**config.mk**
```make
export PLATFORM = sky130hd
export DESIGN_NAME = regfile_mp
export DESIGN_NICKNAME = d
export VERILOG_FILES = /design/src/rtl/regfile_mp.sv
export SDC_FILE = /design/constraint.sdc
export NUM_CORES = 2
export LEC_CHECK = 0
export CAP_MARGIN = 40
export CORE_MARGIN = 2
export CORE_UTILIZATION = 26
export DETAILED_ROUTE_END_ITERATION = 8
export PLACE_DENSITY = 0.41
export SETUP_SLACK_MARGIN = 0.5
export SYNTH_ARGS = -nofsm -noshare
export SYNTH_HDL_FRONTEND = slang
export SYNTH_SLANG_ARGS = --single-unit
```
**constraint.sdc**
```tcl
create_clock -name CLK -period 39.4 [get_ports CLK]
set_clock_uncertainty 0.1 [all_clocks]
set_input_delay 7.88 -clock CLK [delete_from_list [all_inputs] [get_ports CLK]]
set_output_delay 7.88 -clock CLK [all_outputs]
set_load 0.005 [all_outputs]
```
**src/rtl/regfile_mp.sv**
```systemverilog
// Multi-port register file: NUM_RD registered read ports, two write ports with write-first
// bypass, and a sequenced bulk-clear engine. Optional macro ZERO_REG_EN hardwires register 0 to zero.
module regfile_mp #(
    parameter int unsigned WIDTH  = 32,
    parameter int unsigned DEPTH  = 32,
    parameter int unsigned NUM_RD = 2
) (
    input  logic                               CLK,
    input  logic                               RST,
    input  logic [NUM_RD*$clog2(DEPTH)-1:0]    RA,
    output logic [NUM_RD*WIDTH-1:0]            RD,
    input  logic                               WE0,
    input  logic [$clog2(DEPTH)-1:0]           WA0,
    input  logic [WIDTH-1:0]                   WD0,
    input  logic                               WE1,
    input  logic [$clog2(DEPTH)-1:0]           WA1,
    input  logic [WIDTH-1:0]                   WD1,
    input  logic                               CLR_REQ,
    output logic                               CLR_BUSY,
    output logic                               CLR_DONE
);

    localparam int unsigned AW = $clog2(DEPTH);
    localparam int unsigned CW = AW + 1;

    typedef enum logic [1:0] {
        IDLE  = 2'd0,
        CLEAR = 2'd1,
        DONE  = 2'd2
    } state_e;

    state_e                   state_q, state_d;
    logic [CW-1:0]            cnt_q, cnt_d;
    logic [WIDTH-1:0]         mem_q [DEPTH];
    logic [WIDTH-1:0]         mem_d [DEPTH];
    logic [NUM_RD*WIDTH-1:0]  rd_q, rd_d;
    logic                     busy_q, busy_d;
    logic                     done_q, done_d;
    logic                     we0_ok, we1_ok;

`ifdef ZERO_REG_EN
    assign we0_ok = WE0 && (WA0 != '0);
    assign we1_ok = WE1 && (WA1 != '0);
`else
    assign we0_ok = WE0;
    assign we1_ok = WE1;
`endif

    // Clear sequencing and array update; host writes only land while idle
    always_comb begin
        state_d = state_q;
        cnt_d   = cnt_q;
        mem_d   = mem_q;
        case (state_q)
            IDLE: begin
                if (CLR_REQ) begin
                    state_d = CLEAR;
                    cnt_d   = '0;
                end
                if (we0_ok) mem_d[WA0] = WD0;
                if (we1_ok) mem_d[WA1] = WD1;
            end
            CLEAR: begin
                mem_d[cnt_q[AW-1:0]] = '0;
                cnt_d = cnt_q + CW'(1);
                if (cnt_q == CW'(DEPTH - 1)) state_d = DONE;
            end
            DONE:    state_d = IDLE;
            default: state_d = IDLE;
        endcase
`ifdef ZERO_REG_EN
        mem_d[0] = '0;
`endif
        busy_d = (state_d != IDLE);
        done_d = (state_d == DONE);
    end

    // Read ports: port 1 bypass beats port 0, both beat the array; zeros while clearing
    always_comb begin : rd_mux
        logic [AW-1:0] ra;
        rd_d = '0;
        for (int unsigned k = 0; k < NUM_RD; k++) begin
            ra = RA[k*AW +: AW];
            if (state_q != IDLE)
                rd_d[k*WIDTH +: WIDTH] = '0;
            else if (we1_ok && (WA1 == ra))
                rd_d[k*WIDTH +: WIDTH] = WD1;
            else if (we0_ok && (WA0 == ra))
                rd_d[k*WIDTH +: WIDTH] = WD0;
            else
                rd_d[k*WIDTH +: WIDTH] = mem_q[ra];
        end
    end

    always_ff @(posedge CLK or posedge RST) begin
        if (RST) begin
            state_q <= IDLE;
            cnt_q   <= '0;
            rd_q    <= '0;
            busy_q  <= 1'b0;
            done_q  <= 1'b0;
            for (int unsigned i = 0; i < DEPTH; i++) mem_q[i] <= '0;
        end else begin
            state_q <= state_d;
            cnt_q   <= cnt_d;
            rd_q    <= rd_d;
            busy_q  <= busy_d;
            done_q  <= done_d;
            mem_q   <= mem_d;
        end
    end

    assign RD       = rd_q;
    assign CLR_BUSY = busy_q;
    assign CLR_DONE = done_q;

endmodule
```
# Yosys cells after proc, flatten, opt, wreduce, memory -nomap -nowiden
# Index checks and enable logic that the tools add are counted.
word_totals:
  regBits: 1098
  input_bits: 89
  out_inout_bits: 66
  wordCells: 102
op_classes:
  addsub: 1
  order_cmp: 8
  eq_ne: 8
  mux: 29
  n_bitwise: 7
  reduce_logical: 12
ops:
  columns: ["op", "n"]
  rows:
  - ["two-way mux 1024 bit", 3]
  - ["bitwise mux 1024 bit", 2]
  - ["one-hot mux 1024 bit (2 select lines)", 1]
  - ["AND 1024 bit", 1]
  - ["inverter 1024 bit", 1]
  - ["demux 32 bit (select 5 bit)", 3]
  - ["two-way mux 32 bit", 13]
  - ["binary-select mux 32 bit (select 5 bit)", 2]
  - [">= comparator 6 bit (second input constant)", 5]
  - ["inverter 5 -> 6 bit", 5]
  - ["equality test 5 bit", 4]
  - ["< comparator 6 x 1 -> 1 bit (second input constant)", 3]
  - ["one-hot mux 6 bit (2 select lines)", 1]
  - ["logical AND 1 bit", 7]
  - ["adder 6 x 1 -> 6 bit (second input constant)", 1]
  - ["equality test 6 x 5 -> 1 bit (second input constant)", 1]
  - ["two-way mux 6 bit", 1]
  - ["nonzero test 2 bit", 3]
  - ["two-way mux 2 bit", 2]
  - ["one-hot mux 2 bit (2 select lines)", 1]
  - ["equality test 2 x 1 -> 1 bit (second input constant)", 1]
  - ["equality test 2 bit (second input constant)", 1]
  - ["zero test 2 bit", 1]
  - ["!= test 2 bit (second input constant)", 1]
  - ["AND reduction 2 bit", 1]

# Longest topological paths before layout
depth:
  word_depth: 11
  mapped_depth: 10
  mapped_depth_nobuf: 7

# Least setup slack after synthesis
# No wires, ideal clock.
synth_timing:
  path_kind: "input -> register"
  from: "input RA[7]"
  to: "register rd_q[47] (netlist: RD[47])"
  arrival_ns: 9.658
  setup_slack_ns: 29.516
  path_stages: 8
  path_buffers: 3
  cell_sequence: "buf_2 buf_2 clkbuf_1 mux4_2 a22oi_2 o211ai_1 and4_1 a221o_1"
synth_via:
  elab_chain_len: 7
  elab_cells_between_ends: 11
synth_lines:
  columns: ["item", "line", "text"]
  rows:
  - ["from (decl)", "10", "input logic [NUM_RD*$clog2(DEPTH)-1:0] RA,"]
  - ["inverter 5 -> 6 bit (not written as such)", "91", "rd_d[k*WIDTH +: WIDTH] = mem_q[ra];"]
  - ["binary-select mux 32 bit (select 5 bit)", "91", null]
  - ["two-way mux 32 bit (not written as such) (2 in series)", "91", null]
  - ["two-way mux 32 bit", "88", "else if (we0_ok && (WA0 == ra))"]
  - ["two-way mux 32 bit (*)", "86", "else if (we1_ok && (WA1 == ra))"]
  - ["two-way mux 32 bit (*)", "84", "if (state_q != IDLE)"]
  - ["net rd_d[47]", "36", "logic [NUM_RD*WIDTH-1:0] rd_q, rd_d;"]
  - ["to (signal assigned)", "106", "rd_q <= rd_d;"]
  - ["to (decl)", "36", null]
# Mark *: on every way through the listed nets, which the timed path passes. The rest lies on a longest branch. The select of a mux whose other input is x is not followed.
# A chain may end at the register's enable or synchronous reset.

# Final worst setup path
layout_timing:
  from: "input RA[1]"
  to: "register rd_q[11] (netlist: RD[11])"
# Same word-level chain as after synthesis.

==> impl_metrics.csv <==
group,metric,value,unit
run_status,status,"finished, final reports clean",
synth,yosys.area_share.simple,6.94,%
synth,synth_top_family_by_area,"multiplexers",
global_route,grt_max_degree,167,
timing,slew_violations,0,
min_path,hold_path.class,"flip-flop to flip-flop",
drt,drcViolationCount,0,
synth,synthMuxAreaShare,29.3,%
timing,layout_worst_path_cycle_share,28.9,%
drt,antenna_left,0,
timing,post-route-min-period,11.40,ns
floorplan,die_area,0.301,mm2
placed_design,portBuffers,154,
worst_setup_path,cp_top_family,"buffers and inverters",
floorplan,num_rows,199,
timing,hold_violations,0,
power_and_ir_drop,switching_share,38.9,%
synth,synthTopCellsByCount,"mux2i_1 (1124), dfrtp_1 (1098), a22o_1 (1042)",
cts,clockBufferDepth,4,
global_route,first_global_vias,64600,
final_layout,layout-drive-gt1-share,16.8,%
global_route,grt_usage,25.4,%
final_layout,final_util,29.8,%
floorplan,num_io_pins,155,
synth,ys.flop_type,"dfrtp_1",
synth,ys_types,57,
timing,worst_pin_slew,0.991,ns
timing,fin_setup_tns,0,ns
timing,max_freq,87.7,MHz
drt,routed_wl,393000,um
final_layout,nFillCells,29900,
power_and_ir_drop,pwr-share-comb,35.5,%
drt,dr.first_iter.drc_count,7782,
final_layout,seqCellArea,0.0275,mm2
worst_setup_path,required,40.03,ns
worst_setup_path,path_common_cell,"buf_4",
power_and_ir_drop,clock_power_share,28.1,%
placed_design,gp_congestion,0.840,
synth,synth_top_area_cell,"dfrtp_1",
placed_design,placed_area,0.0830,mm2
worst_setup_path,critPathBufInv,5,
power_and_ir_drop,sequentialPowerShare,36.4,%
cts,clk_latency,0.86,ns
synth,ys_seq_area_share,35.7,%
timing,setup_ws,28.00,ns
placed_design,hpwl,226000,um
cts,postCtsHoldBufs,0,
worst_setup_path,slowest_stage,"buf_4",
job,maxCapViolations,0,
final_layout,synthToLayoutAreaGrowth,13.9,%
worst_setup_path,rr_startpoint,"state_q[0]",
worst_setup_path,cp-startpoint,"RA[1]",
worst_setup_path,crit_path_max_fanout,45,
worst_setup_path,crit_chain,"buf_8 > buf_4 > buf_4 > buf_4 > mux4_2 > a22o_1 > a211oi_1 > buf_2 > nor4_1 > a221o_1",
power_and_ir_drop,total_power,4.90,mW
power_and_ir_drop,ir_worst_vdd,0.0538,mV
cts,cts_setup_buffers,0,
timing,rsz0062_at_grt,"false",
synth,synth.top_cell.area_share,35.7,%
synth,synthTopCellsByArea,"dfrtp_1 (36%), mux2i_1 (15%), mux4_2 (14%)",
final_layout,fin_nets,7149,
drt,via_count,66800,
global_route,antenna_found_initial,42,
synth,syn_nets,7582,
synth,synth_most_common_cell,"mux2i_1",
synth,synth_xor_area_share,0.227,%
drt,dr.pass1.iters,6,
global_route,grt_overflow,0,
worst_setup_path,start_kind,"input port",
synth,synth_fa_ha_area_share,0.0650,%
drt,wl_per_cell,35.4,um
worst_setup_path,max_stage_delay,0.71,ns
synth,synth_compound_area_share,22.3,%
worst_setup_path,end_kind,"flip-flop",
timing,max_slew_margin,33.9,%
power_and_ir_drop,powerDensity,55.8,mW/mm2
floorplan,die_w,548,um
final_layout,fin_cells,11100,
synth,synth-async-reset-ratio,100,%
cts,h-tree-depth,4,
placed_design,dp_slack,27.10,ns
cts,numCtsBuffers,149,
cts,clk_pin_slew,0.06,ns
synth,synth_warnings,0,
placed_design,dp.cells,10800,
power_and_ir_drop,p_int,3.00,mW
cts,cts_resized,0,
cts,cts_tree,"done",
cts,cts.sinks,1098,
synth,synth.avg_cell_area,10.3,um2
power_and_ir_drop,p_switching,1.90,mW
floorplan,core_area,0.294,mm2
final_layout,multi_input_comb_area,0.0459,mm2
synth,synth_cells,7489,
worst_setup_path,path_class,"input port to flip-flop",
global_route,grt_first_pass_wirelength,543000,um
timing,setup_violations,0,
synth,synth_edf_count,0,
min_path,hold_start,"mem_q[618]",
drt,vias_per_cell,6.02,
synth,synth_area,0.0770,mm2
timing,hold_ws,0.421,ns
cts,cts_root_buffer,"clkbuf_16",
final_layout,final_area,0.0877,mm2
floorplan,die_y,548,um
synth,synth-seq-cells,1098,
floorplan,start_util,26.2,%
power_and_ir_drop,power_leakage,37.7,nW
worst_setup_path,critPathArrivalTime,12.03,ns
[cell usage in the layout, fill, tap and decap left out, types with 21 or more instances in the layout]
master,instances
mux2i_1,1124
dfrtp_1,1098
a22o_1,1042
nand2_1,539
o21ai_0,524
nor2_1,508
a21oi_1,483
mux4_2,469
buf_4,180
clkbuf_16,151
clkdlybuf4s50_1,110
o22ai_1,74
a221o_1,64
mux2_2,63
buf_16,47
a22oi_1,46
buf_2,46
o221ai_1,43
clkbuf_1,36
nor2_4,35
nor4_1,34
and4_1,32
a211oi_1,31
buf_12,31
clkbuf_8,30
clkinv_2,28
o2bb2ai_1,27
nand3_1,22
o211ai_1,21
[final cells by class]
| type | instances | area share [%] |
|---|---|---|
| Multi-Input combinational cell | 5376 | 52.3 |
| Sequential cell | 1098 | 31.3 |
| Tap cell | 3919 | 5.59 |
| Timing Repair Buffer | 423 | 5.37 |
| Clock buffer | 216 | 4.92 |
| Clock inverter | 36 | 0.389 |
| Antenna cell | 18 | 0.0513 |
| Inverter | 8 | 0.0442 |
[per-layer routing]
layer | GRT usage, % | vias to the layer above | wire length, um
met4 | 14.1 | 10 | 24200
met5 | 0 | - | 92
met1 | 32.6 | 34700 | 159000
li1 | - | 27700 | -
met2 | 40.4 | 3477 | 181000
met3 | 4.30 | 947 | 28500
[kinds of logic (layout without fill, tap and decap cells)]
group	count (synthesis)	after routing
muxes	1656	1656
xor gates and xnor gates	20	20
and+or+nand+nor	1278	1278
DFF	1098	1098
buffers and inverters	1015	683
AOI/OAI and AO/OA	2418	2418
adders and majority gates	4	4
other	0	18
[worst paths after layout]
check	end	slack, ns	cells past startpoint
max	RD[11]	28.00	10
min	mem_q[618]	0.42	1
max reg2reg	mem_q[496]	34.99	7
min reg2reg	mem_q[618]	0.42	1
max in group asynchronous	mem_q[599]	28.13	6
min in group asynchronous	mem_q[927]	7.53	2
[power by group through the flow]
stage | sequential (mW) | combinational (mW) | clock [mW]
floorplan | 1.66 | 1.18 | 0
global placement | 1.77 | 1.65 | 0
detailed placement | 1.79 | 1.72 | 0
CTS | 1.77 | 1.72 | 1.40
global route | 1.83 | 1.84 | 1.44
finish | 1.78 | 1.74 | 1.37
[flip-flops by register name, summed over array words and instances, names as in the netlist]
| signal | count |
|---|---|
| CLR_DONE | 1 |
| CLR_BUSY | 1 |
| mem_q | 1024 |
| state_q | 2 |
| RD | 64 |
| cnt_q | 6 |
[worst reg2reg max path: stages, from the launching register on]
cell and delay (ns):
dfrtp_1 0.36, buf_4 0.29, nor2_4 0.15, buf_4 0.60, buf_12 0.71, buf_4 1.03, buf_4 0.83, a22o_1 0.32
Power figures use the tool's default switching activity.
